## config.mk

```make
export PLATFORM = sky130hd
export DESIGN_NAME = axis_rate_meter
export DESIGN_NICKNAME = d
export VERILOG_FILES = /design/src/rtl/flow_speed_pkg.sv /design/src/rtl/axis_skid_buf.sv /design/src/rtl/axis_rate_meter.sv
export SDC_FILE = /design/constraint.sdc
export NUM_CORES = 1
export LEC_CHECK = 0
export CORE_MARGIN = 2
export CORE_UTILIZATION = 42
export DETAILED_ROUTE_END_ITERATION = 6
export SLEW_MARGIN = 20
export SYNTH_ARGS = -nofsm -noshare
export SYNTH_HDL_FRONTEND = slang
export SYNTH_HIERARCHICAL = 1
export SYNTH_SLANG_ARGS = --single-unit
```

## constraint.sdc

```tcl
create_clock -name aclk -period 7.7 [get_ports aclk]
set_clock_uncertainty 0.2 [all_clocks]
set_input_delay 0.77 -clock aclk [delete_from_list [all_inputs] [get_ports aclk]]
set_output_delay 0.77 -clock aclk [all_outputs]
set_load 0.1 [all_outputs]
```

## src/rtl/flow_speed_pkg.sv

```systemverilog
// Shared types and helpers for the flow-speed measurement blocks.
package flow_speed_pkg;

  localparam int PKT_LEN_W = 16;

  typedef enum logic {
    PKT_IDLE = 1'b0,
    PKT_IN   = 1'b1
  } pkt_state_e;

  function automatic int clog2(input int v);
    int r;
    r = 0;
    while ((1 << r) < v) r++;
    return r;
  endfunction

  // A last beat always carries at least one byte, however large mty is.
  function automatic logic [31:0] beat_bytes(input logic last, input logic [31:0] mty,
                                             input int bytes);
    logic [31:0] b;
    b = 32'(bytes);
    if (!last) return b;
    if (mty >= b - 32'd1) return 32'd1;
    return b - mty;
  endfunction

endpackage

```

## src/rtl/axis_skid_buf.sv

```systemverilog
// Two-entry skid buffer: 1-cycle latency, registered ready, full throughput.
module axis_skid_buf #(
  parameter int W = 73
) (
  input  logic         clk,
  input  logic         rst,
  input  logic         in_valid,
  input  logic [W-1:0] in_data,
  output logic         in_ready,
  output logic         out_valid,
  output logic [W-1:0] out_data,
  input  logic         out_ready
);

  logic         main_vld, skid_vld, skid_nxt;
  logic [W-1:0] main_q, skid_q;
  logic         in_acc, main_free;

  assign in_acc    = in_valid & in_ready;
  assign main_free = !main_vld | out_ready;
  // Ready is only high while the skid slot is empty, so the skid never overflows.
  assign skid_nxt  = main_free ? 1'b0 : (skid_vld | in_acc);

  assign out_valid = main_vld;
  assign out_data  = main_q;

  always_ff @(posedge clk or posedge rst) begin
    if (rst) begin
      main_vld <= 1'b0;
      skid_vld <= 1'b0;
      main_q   <= '0;
      skid_q   <= '0;
      in_ready <= 1'b0;
    end else begin
      if (main_free) begin
        if (skid_vld) begin
          main_q   <= skid_q;
          main_vld <= 1'b1;
        end else begin
          main_vld <= in_acc;
          if (in_acc) main_q <= in_data;
        end
      end else if (in_acc) begin
        skid_q <= in_data;
      end
      skid_vld <= skid_nxt;
      in_ready <= !skid_nxt;
    end
  end

endmodule

```

## src/rtl/axis_rate_meter.sv

```systemverilog
// AXI-Stream pass-through that counts packets, bytes and runts per fixed window.
module axis_rate_meter
  import flow_speed_pkg::*;
#(
  parameter int DATA_W        = 64,
  parameter int MTY_W         = 8,
  parameter int CNT_W         = 32,
  parameter int WINDOW_CYCLES = 1000,
  parameter int MIN_PKT_BYTES = 64
) (
  input  logic              aclk,
  input  logic              areset,
  input  logic              s_axis_tvalid,
  input  logic [DATA_W-1:0] s_axis_tdata,
  input  logic              s_axis_tlast,
  input  logic [MTY_W-1:0]  s_axis_tuser_mty,
  output logic              s_axis_tready,
  output logic              m_axis_tvalid,
  output logic [DATA_W-1:0] m_axis_tdata,
  output logic              m_axis_tlast,
  output logic [MTY_W-1:0]  m_axis_tuser_mty,
  input  logic              m_axis_tready,
  output logic              stat_valid,
  output logic [CNT_W-1:0]  stat_pkts,
  output logic [CNT_W-1:0]  stat_bytes,
  output logic [CNT_W-1:0]  stat_runts,
  output logic              stat_ovf
);

  localparam int BYTES = DATA_W / 8;
  localparam int TMR_W = clog2(WINDOW_CYCLES);
  localparam int PW    = DATA_W + MTY_W + 1;
  localparam logic [PKT_LEN_W-1:0] MIN_LEN  = PKT_LEN_W'(MIN_PKT_BYTES);
  localparam logic [TMR_W-1:0]     TMR_LAST = TMR_W'(WINDOW_CYCLES - 1);

  logic [PW-1:0] out_payload;
  logic          accept;

  assign accept = s_axis_tvalid & s_axis_tready;

  axis_skid_buf #(.W(PW)) u_skid (
    .clk      (aclk),
    .rst      (areset),
    .in_valid (s_axis_tvalid),
    .in_data  ({s_axis_tlast, s_axis_tuser_mty, s_axis_tdata}),
    .in_ready (s_axis_tready),
    .out_valid(m_axis_tvalid),
    .out_data (out_payload),
    .out_ready(m_axis_tready)
  );

  assign {m_axis_tlast, m_axis_tuser_mty, m_axis_tdata} = out_payload;

  pkt_state_e           state_q, state_d;
  logic [PKT_LEN_W-1:0] pkt_len_q, len_base, len_total;
  logic [PKT_LEN_W:0]   len_sum;
  logic [31:0]          beat_b;
  logic                 eop, runt;

  always_ff @(posedge aclk or posedge areset) begin
    if (areset) state_q <= PKT_IDLE;
    else        state_q <= state_d;
  end

  always_comb begin
    state_d = state_q;
    if (accept) state_d = s_axis_tlast ? PKT_IDLE : PKT_IN;
  end

  // In IDLE the incoming beat starts a new packet, so the running length is ignored.
  always_comb begin
    beat_b    = beat_bytes(s_axis_tlast, 32'(s_axis_tuser_mty), BYTES);
    len_base  = (state_q == PKT_IDLE) ? '0 : pkt_len_q;
    len_sum   = {1'b0, len_base} + (PKT_LEN_W+1)'(beat_b);
    len_total = len_sum[PKT_LEN_W] ? '1 : len_sum[PKT_LEN_W-1:0];
    eop       = accept & s_axis_tlast;
    runt      = eop & (len_total < MIN_LEN);
  end

  always_ff @(posedge aclk or posedge areset) begin
    if (areset)      pkt_len_q <= '0;
    else if (accept) pkt_len_q <= s_axis_tlast ? '0 : len_total;
  end

  // Top bit of the result flags that the add saturated.
  function automatic logic [CNT_W:0] sat_inc(input logic [CNT_W-1:0] acc,
                                             input logic [CNT_W-1:0] inc);
    logic [CNT_W:0] s;
    s = {1'b0, acc} + {1'b0, inc};
    return s[CNT_W] ? {1'b1, {CNT_W{1'b1}}} : s;
  endfunction

  logic [TMR_W-1:0] timer_q;
  logic [CNT_W-1:0] acc_pkts, acc_bytes, acc_runts;
  logic             acc_ovf, ovf_n, tc;
  logic [CNT_W:0]   pkts_n, bytes_n, runts_n;

  assign tc      = (timer_q == TMR_LAST);
  assign pkts_n  = sat_inc(acc_pkts, CNT_W'(eop));
  assign bytes_n = sat_inc(acc_bytes, accept ? CNT_W'(beat_b) : '0);
  assign runts_n = sat_inc(acc_runts, CNT_W'(runt));
  assign ovf_n   = acc_ovf | pkts_n[CNT_W] | bytes_n[CNT_W] | runts_n[CNT_W];

  // Terminal-count accepts fold into the closing window's snapshot.
  always_ff @(posedge aclk or posedge areset) begin
    if (areset) begin
      timer_q    <= '0;
      acc_pkts   <= '0;
      acc_bytes  <= '0;
      acc_runts  <= '0;
      acc_ovf    <= 1'b0;
      stat_valid <= 1'b0;
      stat_pkts  <= '0;
      stat_bytes <= '0;
      stat_runts <= '0;
      stat_ovf   <= 1'b0;
    end else begin
      stat_valid <= tc;
      if (tc) begin
        timer_q    <= '0;
        acc_pkts   <= '0;
        acc_bytes  <= '0;
        acc_runts  <= '0;
        acc_ovf    <= 1'b0;
        stat_pkts  <= pkts_n[CNT_W-1:0];
        stat_bytes <= bytes_n[CNT_W-1:0];
        stat_runts <= runts_n[CNT_W-1:0];
        stat_ovf   <= ovf_n;
      end else begin
        timer_q    <= timer_q + TMR_W'(1);
        acc_pkts   <= pkts_n[CNT_W-1:0];
        acc_bytes  <= bytes_n[CNT_W-1:0];
        acc_runts  <= runts_n[CNT_W-1:0];
        acc_ovf    <= ovf_n;
      end
    end
  end

endmodule

```

==> results.cfg <==
[critical_path]
worstPathArrival_ns = 6.92
critPathSlowestCell = clkdlybuf4s50_1
end_kind = flip-flop
cp_max_fo = 28
worst_ep_required_time_ns = 7.98
crit_top_cell = ha_1
slowest_delay_ns = 0.48
path_buf_inv = 3
crit_path_start_kind = input port
crit_type = in2reg
critPathTopFamily = simple AND/OR/NAND/NOR gates

[die]
dieArea_um2 = 45120
start_util_pct = 42.45
io_pins = 250
die_height_um = 212.4
rows = 76
core_area_um2 = 42980
die_w_um = 212.4

[clock_tree]
root_buffer = clkbuf_16
cts_buffers = 44
htree_levels = 2
post_cts_buffers = 0
cts_resized = 0
cts.sinks = 371
cts_tree = yes
holdBufCountCts = 0
insertion_delay_ns = 0.57
clk_pin_slew_ns = 0.06
cts_max_path_buffers = 3

[yosys]
yosysTopAreaCell = dfrtp_1
syn_area_per_cell_um2 = 10.94
synth.top_cells.by_count = dfrtp_1 (371), nor2_1 (227), mux2_2 (152)
yosysWarnings = 6
syn_area_um2 = 18240
synth.most_common_cell = dfrtp_1
synthArstFlopShare_pct = 100.0
synthCells = 1667
synth.area.top_cells = dfrtp_1 (51%), mux2_2 (9.4%), mux2_4 (5.8%)
ys.flop_type = dfrtp_1
synth_edf_count = 0
synth_seq_area_share_pct = 50.89
synth_seq_cells = 371
synth_cell_types = 73
synth_top_cell_area_share_pct = 50.89

[global_routing]
grt_pass1_wl_mm = 69.54
overflow = 0
antenna_found_initial = 1
grt_pass1_vias = 13240
grt_max_degree = 115
track_usage_pct = 19.24

[cells_and_area]
synthToLayoutAreaGrowth_pct = 24.48
drive_above_1_share_pct = 17.70
multi_input_area_um2 = 8532
register_area_um2 = 9285
layout.nets = 2053
nFillCells = 3870
design_area_um2 = 22710
finish.utilization_pct = 52.84

[sta]
tns_ns = 0
worstMarginPinSlew_ns = 1.157
slew_headroom_pct = 22.60
rsz0062_at_grt = no
max_freq_mhz = 150.6
period_needed_ns = 6.641
setup_viol = 0
fin_crit_sh_pct = 86.24
hold_viol = 0
maxSlewViolCount = 0

[detailed_routing]
antenna_left = 0
num_vias = 12760
dr.pass1.iters = 4
drt_iter0_markers = 723
drc_errors = 0
wl_mm = 42.96
viasPerCell = 5.008
detail_route.wl_per_cell_um = 16.87

[power_and_ir_drop]
leakagePower_nw = 10.22
finalPower_mw = 7.234
power.density_nw_per_um2 = 318.5
ir_drop_mv = 0.2706

[run_status]
status = completed

[worst_hold_path]
hp-class = reg2reg

[placed_design]
port_buffers = 249
dp_hpwl_mm = 28.77
gp_congestion = 0.8308
placed_cell_area_um2 = 21230

[job]
maxCapViolCount = 0
worst paths after layout:
path	start	to	slack [ns]	cells after the start
min in group asynchronous	areset	stat_runts[25]	0.57	2
worst max-delay path	s_axis_tuser_mty[1]	stat_runts[7]	1.06	25
worst min register to register	pkt_len_q[3]	pkt_len_q[3]	0.27	2
worst max register to register	state_q	stat_runts[7]	1.98	21
max in group asynchronous	areset	u_skid/skid_q[58]	5.29	3
worst min-delay path	pkt_len_q[3]	pkt_len_q[3]	0.27	2
power by group:
group | switching (mW) | internal, mW | total (mW)
logic | 1.77 | 0.900 | 2.67
clock network | 0.841 | 1.26 | 2.10
registers | 0.180 | 2.28 | 2.46
total | 2.79 | 4.44 | 7.23
placed cells by master, fill, tap and decap left out, types with 45 or more instances in the layout:
cell type          n
dfrtp_1          370
clkdlybuf4s50_1  249
nor2_1           227
mux2_2           152
nand2_1          147
o21ai_0          102
mux2_4            70
a21oi_1           64
xnor2_1           59
nand3_1           49
ha_1              48
clkbuf_16         45
through the flow:
stage | worst slack [ns] | hold WS [ns] | std cells
4_1_cts | 1.065 | 0.2779 | 2545
5_1_grt | 0.5144 | 0.2939 | 2546
3_5_place_dp | 0.4786 | 0.2622 | 2465
2_1_floorplan | 0.6522 | 0.2402 | 1699
6_report | 1.059 | 0.2746 | 2547
3_3_place_gp | 0.6537 | 0.2569 | 2465
routing by layer:
layer	global-route usage, %	vias to the layer above	wire length (um)
li1	-	6257	-
met1	24.95	6251	19090
met2	31.85	186	20910
met3	3.929	61	1813
met4	7.114	0	1149
met5	0	-	0
cell type report:
type | count | share of cell area, %
multi-input cells | 1223 | 37.57
repair buffers | 258 | 11.29
flip-flops and latches | 371 | 40.89
inverters | 28 | 0.5289
clock inverters | 22 | 0.9091
clock buffers | 58 | 5.570
well taps | 585 | 3.223
diodes | 2 | 0.02204
logic make-up after synthesis:
family | share of synthesized area, %
adders and majority gates | 3.511
AOI/OAI and AO/OA | 8.998
xor gates and xnor gates | 4.129
buffers and inverters | 3.045
other | 0.02055
and+or+nand+nor | 14.16
DFF | 50.89
muxes | 15.25
sequential cells by signal, summed over array words and instances (netlist names), 10 cells and up:
| signal | cells |
|---|---|
| timer_q | 10 |
| u_skid/skid_q | 73 |
| stat_pkts | 32 |
| acc_pkts | 32 |
| pkt_len_q | 16 |
| acc_runts | 32 |
| acc_bytes | 32 |
| u_skid/out_data | 73 |
| stat_runts | 32 |
| stat_bytes | 32 |
tightest hold or removal path, stage by stage (launching register included):
cell	delay [ns]
dfrtp_1	0.34
nand2_1	0.05
o31ai_1	0.05
No activity file was read; power rests on OpenSTA's default activity.
==> edit: new RTL, same settings <==
Set the package constant `PKT_LEN_W` to 8 (it was 16).
--- a/src/rtl/flow_speed_pkg.sv
+++ b/src/rtl/flow_speed_pkg.sv
@@ -1,7 +1,7 @@
 // Shared types and helpers for the flow-speed measurement blocks.
 package flow_speed_pkg;
 
-  localparam int PKT_LEN_W = 16;
+  localparam int PKT_LEN_W = 8;
 
   typedef enum logic {
     PKT_IDLE = 1'b0,
Check against the original RTL: no difference found for any inputs over 4 cycles, from zero or initial values and one cycle with areset high; that may be too few to reach the edited logic, so the function may still have changed.
==> edit against the original RTL <==
Die area decreased by 3.6%. Total power decreased by 1.8%. Wire length decreased by 5.8%. Area after synthesis decreased by 3.6%. Largest power group unchanged. Sequential share of layout area increased by 0.60 points. Largest cell class unchanged. Setup slack improved by 0.65 ns. Cell area decreased by 3.6%. Worst hold slack got worse by 0.0077 ns. Count of clock-buffer cells in the layout unchanged. Core utilization increased by 0.44 points. Non-clock buffer count increased by 4. Sequential cell count decreased by 8.
==> edit: results (changes against the original RTL) <==
----------------------------------------------------
[Timing]
  Slew at the pin closest to its max-slew limit ... 1.09 ns (-0.0703 ns)

[Logic synthesis]
  Mux share of post-synthesis cell area ... 16.1% (+0.86 points)
  Compound-cell area share of the yosys netlist ... 8.29% (-0.71 points)
  Number of standard cells after synthesis ... 1585 (-4.9%)
  Post-Synth Adder-Cell Area ... 3.57% (+0.062 points)
  Fraction of synthesized cell area in xor and xnor cells ... 4.24% (+0.11 points)
  Synth top cells by count ... 363 x sky130_fd_sc_hd__dfrtp_1, 213 x sky130_fd_sc_hd__nor2_1, 151 x sky130_fd_sc_hd__mux2_2
  Main area contributors after synthesis ... sky130_fd_sc_hd__dfrtp_1 52%, sky130_fd_sc_hd__mux2_2 9.7%, sky130_fd_sc_hd__mux2_4 6.0%, sky130_fd_sc_hd__nor2_1 4.5%, sky130_fd_sc_hd__ha_1 3.3%

[Placed design]
  Last weighted congestion value of the routability-driven placer ... 0.818 (-1.5%)
  Number of instances in the placed design ... 2334 (-5.3%)
  Post-DP HPWL ... 26900 um (-6.4%)
  Pre-CTS WS ... 1.21 ns (+0.736 ns)

[Route]
  WL/cell ... 16.8 um (-0.25%)
  Met2 Wirelength ... 18900 um (-9.4%)
  Number of detailed-routing iterations run before antenna repair ... 5 (+1)
  Routed met3 length ... 1480 um (-18%)
  Drt initial violations ... 557 (-23%)
  DRT Wirelength ... 40500 um (-5.8%)

[Global routing]
  GR Layer Usage met3 ... 3.41% (-0.52 points)
  Number of antenna violations at the first check in global routing ... 2 (+1)
  Number of global-route vias before repair ... 12600 (-4.8%)
  Largest net degree at the start of global routing ... 104 (-9.6%)
  GRT Total Usage ... 18.9% (-0.36 points)
  Met1 global-route usage ... 25.3% (+0.36 points)

[Clock tree]
  Worst skew pair latency ... 0.55 ns (-0.02 ns)

[Worst setup path]
  Longest individual stage delay on the worst path ... 0.57 ns (+0.09 ns)
  Cell at the slowest stage of the critical path ... sky130_fd_sc_hd__nor4_1

[Cells and area]
  Nets ... 1971 (-4.0%)
  Filler instances ... 3683 (-4.8%)
  Final-layout clock-cell area share ... 6.19% (-0.29 points)
  Total area of multi-input combinational cells ... 8090 um2 (-5.2%)
  Total of plain and repair buffers excluding clock buffers ... 262 (+1.6%)
  Final non-clock buffer share ... 11.8% (+0.54 points)
  Proportion of layout cells with a drive suffix above 1 ... 16.7% (-0.98 points)

[Pwr]
  Maximum ir drop on the vdd rail ... 0.000174 V (-36%)
  Leakage power ... 0.00981 uW (-3.9%)

[Outcome]
  Status ... finished, final reports clean

----------------------------------------------------
==> edit: path summary, 6_finish.rpt <==
kind / from / to / slack, ns / cells past startpoint
worst max-delay path: s_axis_tuser_mty[0] / stat_runts[31]$_DFFE_PP0P_ / 1.71 / 25
worst min-delay path: pkt_len_q[0]$_DFFE_PP0P_ / pkt_len_q[0]$_DFFE_PP0P_ / 0.27 / 2
worst max register to register: state_q$_DFFE_PP0P_ / stat_runts[31]$_DFFE_PP0P_ / 3.00 / 20
worst min register to register: pkt_len_q[0]$_DFFE_PP0P_ / pkt_len_q[0]$_DFFE_PP0P_ / 0.27 / 2
max in group asynchronous: areset / acc_runts[9]$_DFF_PP0_ / 5.33 / 3
min in group asynchronous: areset / pkt_len_q[1]$_DFFE_PP0P_ / 0.58 / 2
==> edit: worst min-delay path: stages (launching register included) <==
cell and delay, ns:
sky130_fd_sc_hd__dfrtp_1 0.33, sky130_fd_sc_hd__nand2_1 0.05, sky130_fd_sc_hd__o31ai_1 0.05
==> edit: logic make-up (layout without fill, tap and decap cells) <==
logic type               count (synthesis)  after routing
XOR/XNOR                                85             85
other                                    1             34
AND/OR/NAND/NOR                        506            506
AO/OA/AOI/OAI                          250            250
multiplexers                           229            229
flip-flops                             363            363
adder cells (fa/ha/maj)                 49             49
buffers and inverters                  102            358
==> edit: through the flow <==
step           hold WS (ns)  util [%]  total power (uW)  cell area, um2
2_1_floorplan         0.240         -              4540           17700
3_3_place_gp          0.252      50.0              5090           20500
3_5_place_dp          0.259      50.0              5120           20500
5_1_grt               0.301      53.3              7470           21900
4_1_cts               0.272      53.3              7150           21900
6_report              0.267      53.3              7100           21900
==> edit: power breakdown <==
group	leakage [uW]	total [uW]	switching [uW]	internal (uW)
combinational	0.00510	2700	1780	922
clock	0.000663	1990	780	1210
sequential	0.00406	2410	167	2250
